--- config.mk ---
export PLATFORM = sky130hd
export DESIGN_NAME = send_token
export DESIGN_NICKNAME = d
export VERILOG_FILES = /design/src/rtl/usb_pkg.sv /design/src/rtl/tx_line_enc.sv /design/src/rtl/send_token.sv
export SDC_FILE = /design/constraint.sdc
export NUM_CORES = 1
export LEC_CHECK = 0
export ABC_CLOCK_PERIOD_IN_PS = 2700
export CORE_MARGIN = 1
export CORE_UTILIZATION = 50
export CTS_BUF_LIST = sky130_fd_sc_hd__clkbuf_8
export CTS_CLUSTER_SIZE = 8
export DETAILED_ROUTE_END_ITERATION = 8
export GPL_TIMING_DRIVEN = 0
export PLACE_DENSITY = 0.79
export SLEW_MARGIN = 5
export SYNTH_ARGS = -nofsm -noshare
export SYNTH_HDL_FRONTEND = slang
export SYNTH_HIERARCHICAL = 1
export SYNTH_SLANG_ARGS = --single-unit
--- constraint.sdc ---
create_clock -name clk -period 2.7 [get_ports clk]
set_input_delay 0.54 -clock clk [delete_from_list [all_inputs] [get_ports clk]]
set_output_delay 0.54 -clock clk [all_outputs]
set_load 0.005 [all_outputs]
--- src/rtl/usb_pkg.sv ---
// Shared USB transmit definitions: PID codes, SYNC pattern, tx FSM state and
// line-symbol types, and the CRC5 used by the token sender and token checker.
package usb_pkg;

    localparam logic [3:0] PID_OUT   = 4'b0001;
    localparam logic [3:0] PID_IN    = 4'b1001;
    localparam logic [3:0] PID_SETUP = 4'b1101;

    // Field value sent LSB first: seven zeros then a one.
    localparam logic [7:0] SYNC_PATTERN = 8'h80;

    typedef enum logic [2:0] {
        TX_IDLE,
        TX_SHIFT,
        TX_STUFF,
        TX_EOP0,
        TX_EOP1,
        TX_EOP_J
    } tx_state_e;

    typedef enum logic [1:0] {
        SYM_IDLE,
        SYM_BIT,
        SYM_SE0,
        SYM_J
    } line_sym_e;

    // data[0] is the first bit on the wire. The inverted remainder goes out
    // MSB first, so it is bit-reversed here to form an LSB-first field.
    function automatic logic [4:0] crc5(input logic [10:0] data);
        logic [4:0] crc;
        logic       fb;
        crc = 5'b11111;
        for (int i = 0; i < 11; i++) begin
            fb  = data[i] ^ crc[4];
            crc = {crc[3:0], 1'b0} ^ (fb ? 5'b00101 : 5'b00000);
        end
        crc = ~crc;
        return {crc[0], crc[1], crc[2], crc[3], crc[4]};
    endfunction

endpackage

--- src/rtl/tx_line_enc.sv ---
// Transmit line stage: consecutive-ones counter for bit stuffing plus registered
// line outputs. NRZI coding of dout is enabled by defining SEND_TOKEN_NRZI_EN.
module tx_line_enc
    import usb_pkg::*;
#(
    parameter int STUFF_RUN = 6
) (
    input  logic      clk,
    input  logic      rst,
    input  logic      load,
    input  line_sym_e sym,
    input  logic      bit_in,
    input  logic      first_bit,
    output logic      dout,
    output logic      se0,
    output logic      oe,
    output logic      stuff_req
);

    localparam int RUN_W = $clog2(STUFF_RUN + 1);

    logic [RUN_W-1:0] run_q, run_d;
    logic             level_q, level_d;
    logic             dout_q, dout_d;
    logic             se0_q, se0_d;
    logic             oe_q, oe_d;

    always_comb begin
        run_d   = run_q;
        level_d = level_q;
        dout_d  = dout_q;
        se0_d   = se0_q;
        oe_d    = oe_q;
        if (load) begin
            case (sym)
                SYM_BIT: begin
                    run_d   = bit_in ? run_q + RUN_W'(1) : '0;
                    // A packet always starts NRZI coding from the J level.
                    level_d = (first_bit ? 1'b1 : level_q) ^ ~bit_in;
`ifdef SEND_TOKEN_NRZI_EN
                    dout_d  = level_d;
`else
                    dout_d  = bit_in;
`endif
                    se0_d   = 1'b0;
                    oe_d    = 1'b1;
                end
                SYM_SE0: begin
                    run_d  = '0;
                    dout_d = 1'b0;
                    se0_d  = 1'b1;
                    oe_d   = 1'b1;
                end
                SYM_J: begin
                    run_d   = '0;
                    level_d = 1'b1;
                    dout_d  = 1'b1;
                    se0_d   = 1'b0;
                    oe_d    = 1'b1;
                end
                default: begin
                    run_d   = '0;
                    level_d = 1'b1;
                    dout_d  = 1'b1;
                    se0_d   = 1'b0;
                    oe_d    = 1'b0;
                end
            endcase
        end
    end

    always_ff @(posedge clk) begin
        if (rst) begin
            run_q   <= '0;
            level_q <= 1'b1;
            dout_q  <= 1'b1;
            se0_q   <= 1'b0;
            oe_q    <= 1'b0;
        end else begin
            run_q   <= run_d;
            level_q <= level_d;
            dout_q  <= dout_d;
            se0_q   <= se0_d;
            oe_q    <= oe_d;
        end
    end

    assign dout      = dout_q;
    assign se0       = se0_q;
    assign oe        = oe_q;
    assign stuff_req = (run_q == RUN_W'(STUFF_RUN));

endmodule

--- src/rtl/send_token.sv ---
// Token packet transmitter: SYNC, PID, ADDR, ENDP, CRC5, EOP with bit stuffing.
// Build with SEND_TOKEN_NRZI_EN defined to NRZI-code dout inside tx_line_enc.
module send_token
    import usb_pkg::*;
#(
    parameter int SYNC_BITS = 8,
    parameter int STUFF_RUN = 6
) (
    input  logic       clk,
    input  logic       rst,
    input  logic       bit_en,
    input  logic       start_send_token,
    input  logic [3:0] pid,
    input  logic [6:0] addr,
    input  logic [3:0] endp,
    output logic       dout,
    output logic       se0,
    output logic       oe,
    output logic       busy,
    output logic       done_send_token
);

    localparam int FRAME_BITS = SYNC_BITS + 24;
    localparam int IDX_W      = $clog2(FRAME_BITS);

    // State names what is currently on the line; IDLE with busy set means a
    // packet is latched and waiting for its first bit strobe.
    tx_state_e               state_q, state_d;
    logic [FRAME_BITS-1:0]   frame_q, frame_d;
    logic [IDX_W-1:0]        idx_q, idx_d;
    logic                    busy_q, busy_d;
    logic                    done_q, done_d;

    logic                    enc_load;
    line_sym_e               enc_sym;
    logic                    enc_bit;
    logic                    enc_first;
    logic                    stuff_req;
    logic                    last_bit;
    logic [SYNC_BITS-1:0]    sync_field;

    assign sync_field = {1'b1, {(SYNC_BITS-1){1'b0}}};
    assign last_bit   = (idx_q == IDX_W'(FRAME_BITS - 1));

    always_comb begin
        state_d   = state_q;
        frame_d   = frame_q;
        idx_d     = idx_q;
        busy_d    = busy_q;
        done_d    = 1'b0;
        enc_load  = 1'b0;
        enc_sym   = SYM_IDLE;
        enc_bit   = 1'b0;
        enc_first = 1'b0;
        case (state_q)
            TX_IDLE: begin
                if (!busy_q) begin
                    if (start_send_token) begin
                        frame_d = {crc5({endp, addr}), endp, addr, ~pid, pid, sync_field};
                        idx_d   = '0;
                        busy_d  = 1'b1;
                    end
                end else if (bit_en) begin
                    state_d   = TX_SHIFT;
                    enc_load  = 1'b1;
                    enc_sym   = SYM_BIT;
                    enc_bit   = frame_q[0];
                    enc_first = 1'b1;
                end
            end
            TX_SHIFT, TX_STUFF: begin
                if (bit_en) begin
                    enc_load = 1'b1;
                    if (state_q == TX_SHIFT && stuff_req) begin
                        state_d = TX_STUFF;
                        enc_sym = SYM_BIT;
                        enc_bit = 1'b0;
                    end else if (last_bit) begin
                        state_d = TX_EOP0;
                        enc_sym = SYM_SE0;
                    end else begin
                        state_d = TX_SHIFT;
                        idx_d   = idx_q + IDX_W'(1);
                        enc_sym = SYM_BIT;
                        enc_bit = frame_q[idx_d];
                    end
                end
            end
            TX_EOP0: begin
                if (bit_en) begin
                    state_d  = TX_EOP1;
                    enc_load = 1'b1;
                    enc_sym  = SYM_SE0;
                end
            end
            TX_EOP1: begin
                if (bit_en) begin
                    state_d  = TX_EOP_J;
                    enc_load = 1'b1;
                    enc_sym  = SYM_J;
                end
            end
            TX_EOP_J: begin
                if (bit_en) begin
                    state_d  = TX_IDLE;
                    enc_load = 1'b1;
                    enc_sym  = SYM_IDLE;
                    busy_d   = 1'b0;
                    done_d   = 1'b1;
                end
            end
            default: begin
                state_d = TX_IDLE;
                busy_d  = 1'b0;
            end
        endcase
    end

    always_ff @(posedge clk) begin
        if (rst) begin
            state_q <= TX_IDLE;
            frame_q <= '0;
            idx_q   <= '0;
            busy_q  <= 1'b0;
            done_q  <= 1'b0;
        end else begin
            state_q <= state_d;
            frame_q <= frame_d;
            idx_q   <= idx_d;
            busy_q  <= busy_d;
            done_q  <= done_d;
        end
    end

    tx_line_enc #(
        .STUFF_RUN (STUFF_RUN)
    ) u_line_enc (
        .clk       (clk),
        .rst       (rst),
        .load      (enc_load),
        .sym       (enc_sym),
        .bit_in    (enc_bit),
        .first_bit (enc_first),
        .dout      (dout),
        .se0       (se0),
        .oe        (oe),
        .stuff_req (stuff_req)
    );

    assign busy            = busy_q;
    assign done_send_token = done_q;

endmodule

==> results of run 1 <==
-- power by group --
| part | total (mW) | switching, mW | internal, mW |
|---|---|---|---|
| sequential | 0.672 | 0.0256 | 0.647 |
| combinational | 0.312 | 0.158 | 0.155 |
| clock | 0.514 | 0.216 | 0.298 |
-- stage by stage --
| step | setup slack, ns | total power, mW | area, sq um |
|---|---|---|---|
| 2_1_floorplan | 0.0609 | 0.897 | 2190 |
| 3_3_place_gp | -0.0819 | 0.983 | 2480 |
| 3_5_place_dp | -0.117 | 0.992 | 2480 |
| 4_1_cts | 0.000309 | 1.50 | 2620 |
| 5_1_grt | -0.0253 | 1.57 | 2620 |
| 6_report | 0.0799 | 1.50 | 2620 |
-- logic make-up after synthesis --
group	synth area share
multiplexers	0.0904
AO/OA/AOI/OAI	0.174
XOR/XNOR	0.0824
AND/OR/NAND/NOR	0.208
flip-flops	0.376
buffers and inverters	0.0469
adder cells (fa/ha/maj)	0.0229
-- final timing paths --
| check | endpoint | cells past startpoint | slack, ns |
|---|---|---|---|
| setup / recovery | u_line_enc/dout | 7 | 0.08 |
| hold / removal | frame_q[16] | 2 | 0.46 |
| setup reg to reg | u_line_enc/dout | 7 | 0.08 |
| hold reg to reg | frame_q[16] | 2 | 0.46 |
-- registers in the layout (all words and copies together) (netlist names) --
name,flops
frame_q,25
idx_q,5
state_q,3
u_line_enc/run_q,3
busy,1
done_send_token,1
u_line_enc/dout,1
u_line_enc/oe,1
u_line_enc/se0,1
-- tightest hold or removal path, cell delays in order, from the launching register on --
cell and delay (ns):
sky130_fd_sc_hd__dfxtp_1 0.32, sky130_fd_sc_hd__nand2_1 0.05, sky130_fd_sc_hd__a21oi_1 0.05
-- synth_stat cells (2+ instances only) --
library cell	number	area share
sky130_fd_sc_hd__nor3_1	6	0.014
sky130_fd_sc_hd__dfxtp_1	41	0.38
sky130_fd_sc_hd__xor2_1	7	0.028
sky130_fd_sc_hd__and2_1	2	0.0057
sky130_fd_sc_hd__mux2i_1	4	0.018
sky130_fd_sc_hd__a211oi_1	9	0.031
sky130_fd_sc_hd__and3_1	2	0.0057
sky130_fd_sc_hd__a21o_1	2	0.0069
sky130_fd_sc_hd__a21bo_2	2	0.0092
sky130_fd_sc_hd__nor2_1	29	0.050
sky130_fd_sc_hd__xnor2_1	11	0.044
sky130_fd_sc_hd__ha_1	4	0.023
sky130_fd_sc_hd__o21ai_0	3	0.0069
sky130_fd_sc_hd__nand2_1	39	0.067
sky130_fd_sc_hd__a21oi_1	30	0.069
sky130_fd_sc_hd__nand3b_1	3	0.010
sky130_fd_sc_hd__mux4_2	7	0.072
sky130_fd_sc_hd__a221oi_1	2	0.0080
sky130_fd_sc_hd__nor2b_1	5	0.014
sky130_fd_sc_hd__buf_2	4	0.0092
sky130_fd_sc_hd__inv_1	7	0.012
sky130_fd_sc_hd__clkbuf_1	9	0.015
sky130_fd_sc_hd__nand2b_1	6	0.017
-- metal layers --
metal,share of wire,track usage,vias to the layer above
met4,0.010,0.0859,0
li1,-,-,942
met3,0.040,0.0400,5
met5,0,0,-
met2,0.50,0.426,43
met1,0.45,0.282,869
-- what timing repair did --
action / 4_1_cts / 5_1_grt
pin swaps: 0 / 1
resized for setup: 3 / 3
buffers inserted: 2 / 0
setup endpoints to repair: 1 / 1
-- area by class of cell --
cell class / count / area (sq um) / share of cell area
plain buffers: 15 / 71.3 / 0.0272
well taps: 50 / 62.6 / 0.0239
inverters: 7 / 26.3 / 0.0100
multi-input cells: 190 / 1280 / 0.487
flip-flops and latches: 41 / 823 / 0.314
clock inverters: 2 / 33.8 / 0.0129
repair buffers: 25 / 245 / 0.0935
clock buffers: 6 / 82.6 / 0.0315
==> results by stage, run 1 <==
Outcome:
- The run finished with clean final reports.

Logic synthesis:
- Synthesis inferred 41 register bits.
- After synthesis, the netlist uses 43 different library cells.
- The synthesized netlist cell count is approximately 250.
- The post-synthesis instance area is ~0.0022 sq mm.
- The total nets after synthesis is ~280.
- Of the synthesized area, sequential elements account for 0.376.
- The Yosys step of the flow raised 6 warnings.
- The predominant post-synthesis flop cell is sky130_fd_sc_hd__dfxtp_1.
- The fraction of registers with async set or reset after synthesis is 0.
- A synthesized cell averages 8.61 sq um.
- The number of flops mapped to enable cells by yosys is 0.

Worst hold path:
- The startpoint of the most critical hold path is frame_q[16].
- The class of the most critical hold timing path is reg2reg.

Global routing:
- Entering global routing, the biggest net connects 13 pins.
- The number of global-route vias before repair is around 1.8k.
- The first-pass GRT wire length is 8.16 mm.
- For this run the aggregate overflow at the end of global routing stands at 0.
- The global-route usage over all layers is 0.238.
- The initial antenna violation count is 0.

Drt:
- The routed layout has ~1.9k vias.
- The via density per instance is 5.53.
- After the first detailed-routing iteration, the DRC count stood at 79.
- The first TritonRoute pass finished after 4 iterations.
- The residual DRC count is 0.
- The detailed-route wire length per cell is ~14 um.
- After detailed routing, the total wire length is around 4.8 mm.
- The count of nets left with antenna violations once routing finished came out at 0.

Clock network:
- Counting the buffers created by CTS gives 5.
- CTS built an H-tree with a depth of 2.
- The clock latency reported for the late side of the worst-skew pair is slightly below 0.3 ns.
- TritonCTS built the clock tree.
- The clock-pin slew on the worst setup and hold paths is approximately 0.080 ns.
- The clock tree root buffer cell is sky130_fd_sc_hd__clkbuf_8.
- In this run the deepest clock path goes through 2 buffers.
- Buffers inserted to repair hold after CTS numbered 0.
- The number of sinks on the clock net is 41.

STA:
- The worst slew slack as a fraction of its limit is 0.693.
- The fmax is ~0.38 GHz.
- The total count of hold-check failures in the final report is 0.
- Final hold analysis gives a worst-case slack of 0.458 ns.
- After routing, the total negative slack on setup checks comes to 0 ns.
- The worst clock skew is between 0.006 and 0.007 ns.
- The number of max-slew violations in the final report came to 0.
- Setup violations remaining at the end of the flow were counted as 0.
- Setup repair after global routing could not meet its margin everywhere.
- For the finished layout, the period the worst path requires is 2.62 ns.
- The final clock period utilization by the worst path is 0.970.
- The slew of the pin with the lowest slew margin is 0.460 ns.

Critical path:
- The worst setup path is of the reg2reg kind.
- Data arrives at the worst endpoint at ~2.8 ns.
- Traced cell by cell, the critical path runs through ha_4 -> mux4_2 -> mux4_2 -> nor2_2 -> nor3_1 -> or3b_1 -> a311o_1.
- On the worst path, the slowest cell contributes a delay of 0.52 ns.
- The worst setup path is launched from a flip-flop.
- The worst setup path is captured at a flip-flop.
- In this run the critical register-to-register path is launched from idx_q[1].
- The cell type group with the largest total delay on the critical path is multiplexers.
- The data required time of the critical path is 2.88 ns.
- The most critical setup path has its startpoint at idx_q[1].
- The slowest stage cell on the critical path is sky130_fd_sc_hd__mux4_2.
- Of all nets on the critical path, the largest fanout is 6.
- The cell that appears most often on the critical path is sky130_fd_sc_hd__mux4_2.
- The buffer and inverter count on the worst path is 0.

Placed design:
- In this run, placement finished with an instance count of between 300 and 400.
- The number of buffers added on ports is 23.
- The HPWL after detailed placement is between 3 and 4 mm.
- The global placer's final weighted congestion is 0.784.

Layout:
- In the layout the commonest cells are sky130_fd_sc_hd__nand2_1, sky130_fd_sc_hd__dfxtp_1, sky130_fd_sc_hd__a21oi_1.
- The post-route non-filler standard cell count is 336.
- The filler cells instantiated in the layout total around 350.
- In the final layout, the share of cells above drive strength 1 is 0.112.
- The final layout contains 308 nets.
- The antenna diode count is 0.
- The layout overhead on the synthesized area is 20.0%.
- For this run, the share of the core covered by cells in the final layout is 0.642.

Power:
- Power spread over the standard cell area amounts to 572 mW/mm^2.
- Across the VDD grid, the largest voltage drop is a little under 0.4 mV.
- The static leakage is 0.962 nW.

Floorplan:
- The total die area is 0.00464 sq mm.
- The die is 68.1 um tall.
- The number of top-level pins is 24.
- The starting utilization of the core area is 0.535.
- The floorplan row count is 23.
- The width of the die is between 60 and 70 um.
- The floorplan step defined a core boundary enclosing a little over 0.004 sq mm.

Run:
- Max-cap violations in this run came to 0.
No activity file was read; power rests on OpenSTA's default activity.
==> inputs of run 2 (changes only) <==
--- a/config.mk
+++ b/config.mk
@@ -12,6 +12,7 @@
 export CTS_CLUSTER_SIZE = 8
 export DETAILED_ROUTE_END_ITERATION = 8
 export GPL_TIMING_DRIVEN = 0
+export HOLD_SLACK_MARGIN = 0.05
 export PLACE_DENSITY = 0.79
 export SLEW_MARGIN = 5
 export SYNTH_ARGS = -nofsm -noshare
==> results of run 2 <==
The final DEF is identical to that of run 1; final timing and power are the same.
==> RTL edit: new RTL, settings of run 2 <==
Set the parameter `SYNC_BITS` to 4 (it was 8).
--- a/src/rtl/send_token.sv
+++ b/src/rtl/send_token.sv
@@ -4,5 +4,5 @@
     import usb_pkg::*;
 #(
-    parameter int SYNC_BITS = 8,
+    parameter int SYNC_BITS = 4,
     parameter int STUFF_RUN = 6
 ) (
Function: changed (a bounded check fails within 10 cycles, from zero or initial values and one cycle with rst high).
==> RTL edit against run 2 <==
  * Synthesized area rose by 0.46%
  * Count of clock-buffer cells in the layout decreased by 1
  * Hold slack worse by 0.0012 ns
  * Non-clock buffer count increased by 3
  * Sequential power barely moved
  * Total power is 4.3% higher
  * Die area up 0.44%
  * Sequential cell count stayed put
  * Final area rose by 0.38%
  * Routed wire length fell by 0.63%
  * Setup slack lost 0.026 ns
  * Critical endpoint unchanged
==> RTL edit: results (changes against run 2) <==
| Metric | Value |
|---|---|
| Outcome | `finished, final reports clean (unchanged)` |
| Initial antenna violation count | `0 (unchanged)` |
| Routed WL | `4750 um (was 4780 um)` |
| Switching power | `405 uW (was 400 uW)` |
| Drt pass-1 iters | `4 (unchanged)` |
| Biggest regs | `frame_q x25, idx_q x5 (unchanged)` |
| Vias in the first global route | `1,759 (was 1,843)` |
| GRT met3 Usage | `4.17% (was 4.00%)` |
| CP endpoint | `u_line_enc/dout (unchanged)` |
| Nets | `324 (was 308)` |
| H-tree depth | `2 (unchanged)` |
| Met2 Usage GRT | `38.2% (was 42.6%)` |
| Clock transition at path regs | `0.08 ns (about the same)` |
| R2R Path End | `u_line_enc/dout (unchanged)` |
| Yosys warnings | `6 (unchanged)` |
| Top cells by area, synth | `dfxtp_1 (37%), a21oi_1 (8.0%), nand2_1 (6.3%), nor2_1 (6.3%), xnor2_1 (4.4%) (was dfxtp_1 (38%), mux4_2 (7.2%), a21oi_1 (6.9%), nand2_1 (6.7%), nor2_1 (5.0%))` |
| Post-synth EDFFs | `0 (unchanged)` |
| Port Buffers | `23 (unchanged)` |
| Most common cell in the netlist | `dfxtp_1 (unchanged)` |
| Final HPWL DP | `3460 um (was 3510 um)` |
| Slew HR | `65.2% (was 69.3%)` |
| Minimum clock period | `2.65 ns (was 2.62 ns)` |
| Clock latency on the worst-skew pair | `0.30 ns` |
| Most frequent cells after synthesis | `dfxtp_1 (41), nand2_1 (37), nor2_1 (37), a21oi_1 (35), xnor2_1 (11) (was dfxtp_1 (41), nand2_1 (39), a21oi_1 (30), nor2_1 (29), xnor2_1 (11))` |
| Fillers | `372 (was 348)` |
| Crit path from | `idx_q[1] (unchanged)` |
| Worst vdd ir | `0.300 mV (was 0.392 mV)` |
| Netlist cell types | `42 (was 43)` |
| Largest net degree at the start of global routing | `14 (was 13)` |
| R2R cell count | `9 (was 7)` |
| CP max FO | `10 (was 6)` |
| M1 GR Usage | `26.6% (was 28.2%)` |
| Inserted Clock Buffers | `5 (unchanged)` |
| Layout cells sized above 1 | `8.25% (was 11.2%)` |
| Clk_skew | `0.00400 ns (was 0.00611 ns)` |
| FF-to-FF setup slack | `0.05 ns (was 0.08 ns)` |
| Slowest cell on crit path | `a2111oi_1 (was mux4_2)` |
| Delay-heaviest family, CP | `compound AO/OA/AOI/OAI gates (was multiplexers)` |
| Leak | `0.952 nW (was 0.962 nW)` |
| # diodes | `0 (unchanged)` |
| Max clock buf depth | `2 (unchanged)` |
| Pre-CTS WS | `0.0270 ns (was -0.117 ns)` |
| Iteration-0 DRC Markers | `99 (was 79)` |
| Post-synthesis sequential area ratio | `37.4% (was 37.6%)` |
| Cell Area, Placed | `0.00249 sq mm (was 0.00248 sq mm)` |
| Via count | `1,944 (was 1,859)` |
| GRT Util Overall | `22.2% (was 23.8%)` |
| CP max stage delay | `0.45 ns (was 0.52 ns)` |
| Placer Congestion | `0.870 (was 0.784)` |
| Syn Nets | `294 (was 277)` |
| First-pass GRT wire length | `7630 um (was 8160 um)` |
| Worst Path Arrival | `2.83 ns (was 2.80 ns)` |
[RTL edit: worst min path at each step]
stage / end / slack [ns] / depth (start not counted) / start
6_report: frame_q[19] / 0.46 / 2 / frame_q[19]
4_1_cts: frame_q[15] / 0.46 / 2 / frame_q[15]
5_1_grt: frame_q[13] / 0.48 / 2 / frame_q[13]
3_3_place_gp: frame_q[16] / 0.44 / 2 / frame_q[16]
3_5_place_dp: frame_q[15] / 0.45 / 2 / frame_q[15]
2_1_floorplan: frame_q[19] / 0.43 / 2 / frame_q[19]
[RTL edit: logic make-up after synthesis]
family / Yosys count / share of synthesized area [%]
compound gates: 67 / 19.5
xor+xnor: 21 / 9.00
fa+ha+maj: 3 / 1.71
buf+inv: 24 / 4.73
flops: 41 / 37.4
mux: 8 / 4.79
simple gates: 108 / 22.9
[RTL edit: final cells by class]
type	count	area, sq um	share of cell area (%)
Timing Repair Buffer	23	230	8.75
Inverter	4	15.0	0.570
Multi-Input combinational cell	207	1270	48.4
Tap cell	50	62.6	2.38
Sequential cell	41	821	31.2
Clock inverter	3	65.1	2.47
Clock buffer	5	68.8	2.61
Buffer	20	95.1	3.61
[RTL edit: worst register-to-register path, cell delays in order, from the launching register on]
cell       delay, ns
dfxtp_1         0.33
ha_2            0.41
buf_6           0.17
inv_1           0.09
a2111oi_1       0.45
a21oi_1         0.08
nand4b_1        0.11
a41oi_1         0.17
or3b_1          0.40
a311o_1         0.32
[RTL edit: power groups by stage]
stage	Sequential [mW]	Combinational [mW]	Clock, mW
floorplan	0.680	0.214	0
global placement	0.685	0.297	0
detailed placement	0.686	0.303	0
CTS	0.672	0.306	0.595
global route	0.678	0.340	0.616
finish	0.673	0.306	0.584
[RTL edit: per-layer routing]
layer	wire length, um	up-vias	part of all wire (%)
li1	-	1001	-
met1	2180	903	46
met4	37	0	0.78
met2	2370	36	50
met5	0	-	0
met3	168	4	3.5
[RTL edit: timing repair]
item	in CTS	in global routing
endpoints found under the setup margin	1	1
resized for setup	1	3
hold endpoints to repair	0	0
buffers inserted	0	0
[RTL edit: stage by stage]
step,instances,setup TNS [ns]
finish,353,0
global route,353,-0.0583
CTS,353,0
detailed placement,345,0
global placement,345,0
floorplan,272,0
